## src/rtl/alu_issue_if.sv

```systemverilog
// Issue-unit bus: instruction handshake in, ALU operands out, ALU result in, writeback out.
// The issue unit (slave) consumes instructions and ALU results; the master side is fetch + ALU.
interface alu_issue_if #(
    parameter int XLEN = 32
);
    logic            instr_valid;
    logic [31:0]     instr;
    logic            instr_ready;
    logic [XLEN-1:0] alu_a;
    logic [XLEN-1:0] alu_b;
    logic [6:0]      alu_opcode;
    logic [2:0]      alu_funct3;
    logic [XLEN-1:0] alu_result;
    logic            wb_valid;
    logic [4:0]      wb_rd;
    logic [XLEN-1:0] wb_data;

    modport slave (
        input  instr_valid, instr, alu_result,
        output instr_ready, alu_a, alu_b, alu_opcode, alu_funct3,
               wb_valid, wb_rd, wb_data
    );

    modport master (
        output instr_valid, instr, alu_result,
        input  instr_ready, alu_a, alu_b, alu_opcode, alu_funct3,
               wb_valid, wb_rd, wb_data
    );
endinterface

```

## src/rtl/alu_issue.sv

```systemverilog
// RV32 issue/writeback unit for LUI, ADDI and ANDI: decodes, presents registered ALU
// operands, captures the ALU result and writes it back to a 32x32 register file.
module alu_issue #(
    parameter int XLEN  = 32,
    parameter int NREGS = 32
) (
    input  logic            i_clk,
    input  logic            i_reset,
    alu_issue_if.slave      bus,
    input  logic [4:0]      i_dbg_addr,
    output logic [XLEN-1:0] o_dbg_data,
    output logic            o_illegal,
    output logic [XLEN-1:0] o_retired_count
);
    localparam logic [6:0] OPC_LUI    = 7'b0110111;
    localparam logic [6:0] OPC_OP_IMM = 7'b0010011;

    typedef enum logic [1:0] {
        S_IDLE   = 2'd0,
        S_DECODE = 2'd1,
        S_EXEC   = 2'd2,
        S_WB     = 2'd3
    } state_t;

    state_t          r_state;
    state_t          w_state_nxt;
    logic [31:0]     r_instr;
    logic [XLEN-1:0] r_rf [NREGS];
    logic [XLEN-1:0] r_alu_a;
    logic [XLEN-1:0] r_alu_b;
    logic [6:0]      r_alu_opcode;
    logic [2:0]      r_alu_funct3;
    logic            r_wb_valid;
    logic [4:0]      r_wb_rd;
    logic [XLEN-1:0] r_wb_data;
    logic            r_illegal;
    logic [XLEN-1:0] r_retired;

    logic            w_ready;
    logic            w_hs;
    logic            w_legal;
    logic [XLEN-1:0] w_rs1_val;
    logic [XLEN-1:0] w_op_a;
    logic [XLEN-1:0] w_op_b;

    function automatic logic is_legal(input logic [31:0] ins);
        logic ok;
        case (ins[6:0])
            OPC_LUI:    ok = 1'b1;
            OPC_OP_IMM: ok = (ins[14:12] == 3'b000) || (ins[14:12] == 3'b111);
            default:    ok = 1'b0;
        endcase
        return ok;
    endfunction

    assign w_ready = (r_state == S_IDLE) && !i_reset;
    assign w_hs    = bus.instr_valid && w_ready;
    assign w_legal = is_legal(r_instr);

    // State register.
    always_ff @(posedge i_clk) begin
        if (i_reset) begin
            r_state <= S_IDLE;
        end else begin
            r_state <= w_state_nxt;
        end
    end

    // Next-state logic; an unsupported instruction returns straight to IDLE from DECODE.
    always_comb begin
        w_state_nxt = r_state;
        case (r_state)
            S_IDLE: begin
                if (w_hs) w_state_nxt = S_DECODE;
                else      w_state_nxt = S_IDLE;
            end
            S_DECODE: begin
                if (w_legal) w_state_nxt = S_EXEC;
                else         w_state_nxt = S_IDLE;
            end
            S_EXEC:  w_state_nxt = S_WB;
            S_WB:    w_state_nxt = S_IDLE;
            default: w_state_nxt = S_IDLE;
        endcase
    end

    // Operand build from the latched instruction; x0 always reads as zero.
    always_comb begin
        w_rs1_val = {XLEN{1'b0}};
        w_op_a    = {XLEN{1'b0}};
        w_op_b    = {XLEN{1'b0}};
        if (r_instr[19:15] != 5'd0) w_rs1_val = r_rf[r_instr[19:15]];
        else                        w_rs1_val = {XLEN{1'b0}};
        case (r_instr[6:0])
            OPC_LUI: begin
                w_op_a = {r_instr[31:12], 12'b0};
                w_op_b = {XLEN{1'b0}};
            end
            OPC_OP_IMM: begin
                w_op_a = w_rs1_val;
                w_op_b = {{(XLEN-12){r_instr[31]}}, r_instr[31:20]};
            end
            default: begin
                w_op_a = {XLEN{1'b0}};
                w_op_b = {XLEN{1'b0}};
            end
        endcase
    end

    // Datapath: instruction latch, ALU operand/result registers, writeback and retire count.
    // The illegal flag is decoded at handshake so its registered pulse lands in the DECODE cycle.
    always_ff @(posedge i_clk) begin
        if (i_reset) begin
            r_instr      <= 32'd0;
            r_alu_a      <= {XLEN{1'b0}};
            r_alu_b      <= {XLEN{1'b0}};
            r_alu_opcode <= 7'd0;
            r_alu_funct3 <= 3'd0;
            r_wb_valid   <= 1'b0;
            r_wb_rd      <= 5'd0;
            r_wb_data    <= {XLEN{1'b0}};
            r_illegal    <= 1'b0;
            r_retired    <= {XLEN{1'b0}};
            for (int i = 0; i < NREGS; i++) r_rf[i] <= {XLEN{1'b0}};
        end else begin
            r_illegal  <= w_hs && !is_legal(bus.instr);
            r_wb_valid <= (r_state == S_EXEC);
            if (w_hs) r_instr <= bus.instr;
            if ((r_state == S_DECODE) && w_legal) begin
                r_alu_a      <= w_op_a;
                r_alu_b      <= w_op_b;
                r_alu_opcode <= r_instr[6:0];
                r_alu_funct3 <= r_instr[14:12];
            end
            if (r_state == S_EXEC) begin
                r_wb_data <= bus.alu_result;
                r_wb_rd   <= r_instr[11:7];
            end
            if (r_state == S_WB) begin
                if (r_wb_rd != 5'd0) r_rf[r_wb_rd] <= r_wb_data;
                r_retired <= r_retired + {{(XLEN-1){1'b0}}, 1'b1};
            end
        end
    end

    // Debug read port, combinational.
    always_comb begin
        o_dbg_data = {XLEN{1'b0}};
        if (i_dbg_addr != 5'd0) o_dbg_data = r_rf[i_dbg_addr];
        else                    o_dbg_data = {XLEN{1'b0}};
    end

    assign bus.instr_ready = w_ready;
    assign bus.alu_a       = r_alu_a;
    assign bus.alu_b       = r_alu_b;
    assign bus.alu_opcode  = r_alu_opcode;
    assign bus.alu_funct3  = r_alu_funct3;
    assign bus.wb_valid    = r_wb_valid;
    assign bus.wb_rd       = r_wb_rd;
    assign bus.wb_data     = r_wb_data;
    assign o_illegal       = r_illegal;
    assign o_retired_count = r_retired;
endmodule

```

## src/flat_wrapper.sv

```systemverilog
// flat-port wrapper written by rule: the top's interface ports become plain ports
module alu_issue_flat 
#(
    parameter int XLEN  = 32,
    parameter int NREGS = 32
)
  (i_clk, i_reset, i_dbg_addr, o_dbg_data, o_illegal, o_retired_count, bus_instr_valid, bus_instr, bus_alu_result, bus_instr_ready, bus_alu_a, bus_alu_b, bus_alu_opcode, bus_alu_funct3, bus_wb_valid, bus_wb_rd, bus_wb_data);
  alu_issue_if #(.XLEN(XLEN)) bus_i ();
  input  logic i_clk;
  input  logic i_reset;
  input  logic [4:0] i_dbg_addr;
  output logic [XLEN-1:0] o_dbg_data;
  output logic o_illegal;
  output logic [XLEN-1:0] o_retired_count;
  input wire logic [$bits(bus_i.instr_valid)-1:0] bus_instr_valid;
  input wire logic [$bits(bus_i.instr)-1:0] bus_instr;
  input wire logic [$bits(bus_i.alu_result)-1:0] bus_alu_result;
  output wire logic [$bits(bus_i.instr_ready)-1:0] bus_instr_ready;
  output wire logic [$bits(bus_i.alu_a)-1:0] bus_alu_a;
  output wire logic [$bits(bus_i.alu_b)-1:0] bus_alu_b;
  output wire logic [$bits(bus_i.alu_opcode)-1:0] bus_alu_opcode;
  output wire logic [$bits(bus_i.alu_funct3)-1:0] bus_alu_funct3;
  output wire logic [$bits(bus_i.wb_valid)-1:0] bus_wb_valid;
  output wire logic [$bits(bus_i.wb_rd)-1:0] bus_wb_rd;
  output wire logic [$bits(bus_i.wb_data)-1:0] bus_wb_data;
  assign bus_i.instr_valid = bus_instr_valid;
  assign bus_i.instr = bus_instr;
  assign bus_i.alu_result = bus_alu_result;
  assign bus_instr_ready = bus_i.instr_ready;
  assign bus_alu_a = bus_i.alu_a;
  assign bus_alu_b = bus_i.alu_b;
  assign bus_alu_opcode = bus_i.alu_opcode;
  assign bus_alu_funct3 = bus_i.alu_funct3;
  assign bus_wb_valid = bus_i.wb_valid;
  assign bus_wb_rd = bus_i.wb_rd;
  assign bus_wb_data = bus_i.wb_data;
  alu_issue #(.XLEN(XLEN), .NREGS(NREGS)) u_core (.i_clk(i_clk), .i_reset(i_reset), .bus(bus_i), .i_dbg_addr(i_dbg_addr), .o_dbg_data(o_dbg_data), .o_illegal(o_illegal), .o_retired_count(o_retired_count));
endmodule
```

## config.mk

```make
export PLATFORM = sky130hd
export DESIGN_NAME = alu_issue_flat
export DESIGN_NICKNAME = d
export VERILOG_FILES = /design/src/rtl/alu_issue_if.sv /design/src/rtl/alu_issue.sv /design/src/flat_wrapper.sv
export SDC_FILE = /design/constraint.sdc
export NUM_CORES = 2
export LEC_CHECK = 0
export BUFFER_PORTS_ARGS = -buffer_cell sky130_fd_sc_hd__buf_2
export CAP_MARGIN = 20
export CORE_MARGIN = 5
export CORE_UTILIZATION = 62
export DETAILED_ROUTE_END_ITERATION = 10
export PLACE_DENSITY = 0.9
export REMOVE_ABC_BUFFERS = 1
export SKIP_CTS_REPAIR_TIMING = 1
export SLEW_MARGIN = 0
export SYNTH_ARGS = -nofsm -noshare
export SYNTH_HDL_FRONTEND = slang
export SYNTH_SLANG_ARGS = --single-unit
```

## constraint.sdc

```tcl
create_clock -name i_clk -period 3.82 [get_ports i_clk]
set_input_delay 0.764 -clock i_clk [delete_from_list [all_inputs] [get_ports i_clk]]
set_output_delay 0.764 -clock i_clk [all_outputs]
set_load 0.02 [all_outputs]
```

==> run metrics <==
final WL 205 mm; Vias/cell 7.55; Nets 4384; fin crit share 1.01; total global routing overflow 0; sequential share of power 0.505; antenna violations before repair 11; root buf cell clkbuf_16; fin. max-slew vios 0; worst min-delay path class in -> reg; CTS tree built; internal power 22.3 mW; FF+latch count, synth 1188; Routability Congestion 0.941; H-tree levels 3; worst-path fanout max 24; Synth Area in Adders 0.000207; area grow syn2layout 12.5%; failing checks design-rule violations, negative setup slack; Synth Area in Simple Gates 0.144; Num Clock Sinks 1188; Hold Violations, Final 0; Clock Power Share 0.402; Top Ports 250; async set or reset register ratio after synthesis 0; Max Clock Skew 0.0208 ns; sequential share of the synthesized area 0.564; worst hold slack 0.289 ns; filler cell count 5502; Global Route Usage Sum 0.389; combinational share of power 0.092; Synth Area in XOR/XNOR 0.00436; TritonCTS Buffers 111; multiplexer share of the synthesized area 0.221; 1st-pass router iterations 11; first-pass GRT wire length 291 mm; fraction of layout cells with a size suffix above 1 0.303; worst slew pin tran 1.13 ns; RSZ-0062 raised after global routing false; crit end category output pin; Mean Syn Cell Area 14.6 µm²; final setup vio count 4; hpwl dp 123 mm; DRC 2; # rows 114; Worst Slack Setup Final -0.0482 ns; area taken by multi-input logic gates 0.0245 mm²; dominant synthesized flop cell edfxtp_1; Layout Cells excl Fill 5694; setup tns final -0.0910 ns; die width 322 µm; Post-synth EDFFs 1024; Compound-Gate Fraction of Synth Area 0.0324; initial DRC count 8611; Worst VDD drop 597 µV; die height 322 µm; pwr/cell area 431 mW/mm²; antenna-violating nets left 0; max-cap viol count 0; P_sw 6.91 mW; Reg clk slew, reported paths 0.06 ns; achievable frequency 259 MHz; relative slew slack 0.246; Req. time, crit path 3.06 ns; status finished with violations; largest net degree at the start of global routing 111; Worst Setup Start Kind input pin; Core Area 0.0966 mm²; Yosys cell types 58; largest family of logic cells by synthesized area multiplexers; Crit Path Class in -> out; Die Area 0.104 mm²; sw frac 0.236; worst skew pair latency 0.72 ns; Initial Utilization 0.625; Ys Warns 0; Tmin final 3.87 ns; CP arrival 3.10 ns; dpl cells 5471; Longest Clk Path Bufs 3; Mapped Cells 4123; Port Buffers 249; post-DR wirelength/cell 36.1 µm; Post-Syn Area 0.0603 mm²; storage element area 0.0340 mm²; total number of vias 43000; static leakage 24.5 nW; number of global-route vias before repair 43700; Total Power 29.2 mW
sequential cells by signal, summed over array words and instances, names as in the netlist, 3 cells and up, named ones only:
| signal | count |
|---|---|
| u_core.bus.alu_a | 32 |
| u_core.bus.wb_data | 32 |
| u_core.bus.alu_opcode | 7 |
| u_core.bus.alu_funct3 | 3 |
| u_core.bus.wb_rd | 5 |
| u_core.bus.alu_b | 12 |
| u_core.r_instr | 32 |
| u_core.o_retired_count | 32 |
| u_core.r_rf | 1024 |
synthesized netlist by cell type, drive strengths merged (26+ instances only):
cell,count,area (µm²)
a21oi,98,490
o21ai,35,175
a22oi,63,473
mux4,576,13000
a211oi,27,203
inv,37,139
and2,998,6240
nor2,114,430
or2,33,206
edfxtp,1024,30700
clkbuf,291,1090
dfxtp,164,3280
o22ai,26,163
buf,141,797
nand2,256,961
stage by stage:
step,utilization,area [µm²],setup slack (ns)
after floorplan,-,58500,-6.12
after global placement,0.662,63900,-0.0838
after detailed placement,0.662,63900,-0.146
after CTS,0.701,67700,-0.161
after global routing,0.703,67800,0.0203
final,0.703,67800,-0.0482
layout by cell type (no fill, tap or decap), types with 14 or more instances in the layout:
| master | instances |
|---|---|
| a211oi_1 | 27 |
| a21oi_1 | 98 |
| a22oi_1 | 63 |
| and2_1 | 997 |
| buf_12 | 51 |
| buf_2 | 244 |
| buf_4 | 173 |
| bufinv_16 | 15 |
| clkbuf_1 | 22 |
| clkbuf_16 | 116 |
| clkinv_1 | 14 |
| clkinv_2 | 21 |
| conb_1 | 32 |
| dfxtp_1 | 160 |
| edfxtp_1 | 1024 |
| inv_1 | 37 |
| mux2_2 | 20 |
| mux2i_1 | 15 |
| mux4_2 | 576 |
| nand2_1 | 256 |
| nand2b_1 | 20 |
| nand3_1 | 23 |
| nor2_1 | 82 |
| nor2_2 | 32 |
| nor2b_1 | 16 |
| o21ai_0 | 32 |
| o22ai_1 | 26 |
| or2_2 | 33 |
| xor2_1 | 23 |
power by group through the flow:
stage	logic [mW]	registers, mW	clock network (mW)
finish	2.69	14.8	11.8
global route	2.73	14.8	12.3
CTS	2.57	14.7	11.7
detailed placement	2.54	15.0	0
global placement	2.46	14.9	0
floorplan	1.47	14.9	0
kinds of logic after synthesis:
logic type | after synthesis
AOI/OAI and AO/OA | 299
other | 1
adders and majority gates | 1
and+or+nand+nor | 1524
muxes | 611
DFF | 1188
xor gates and xnor gates | 30
buffers and inverters | 469
routing by layer:
| metal | global-route usage | vias up | wire (µm) |
|---|---|---|---|
| met1 | 0.468 | 20600 | 58300 |
| met2 | 0.579 | 5175 | 91100 |
| met3 | 0.162 | 1372 | 37300 |
| met5 | 0 | - | 174 |
| li1 | - | 15900 | - |
| met4 | 0.261 | 10 | 18500 |
layout make-up:
class                      count  share of cell area
timing repair buffer         476              0.0550
sequential                  1188               0.502
inverter                      37             0.00205
clock inverter                67              0.0116
clock buffer                 144              0.0449
antenna                        9            0.000332
multi-input combinational   2497               0.361
tap                         1276              0.0235
worst max-delay path, cell delays in order:
cell and delay (ns):
buf_16 0.18, buf_12 0.26, mux4_2 0.55, mux4_2 0.47, nand2_1 0.12, o21ai_0 0.38
buf_2 0.31
path summary, 6_finish.rpt:
kind | start | end | slack [ns] | depth (start not counted)
setup / recovery | i_dbg_addr[0] | o_dbg_data[15] | -0.05 | 7
hold / removal | bus_alu_result[7] | u_core.bus.wb_data[7]$_SDFFE_PP0P_ | 0.29 | 3
setup reg to reg | u_core.r_state[0]$_SDFF_PP0_ | u_core.r_rf[14][5]$_SDFFCE_PN0P_ | 0.72 | 6
hold reg to reg | u_core.bus.alu_opcode[3]$_SDFFE_PP0P_ | u_core.bus.alu_opcode[3]$_SDFFE_PP0P_ | 0.46 | 1
Note: power is estimated with default switching activity, not from simulation.
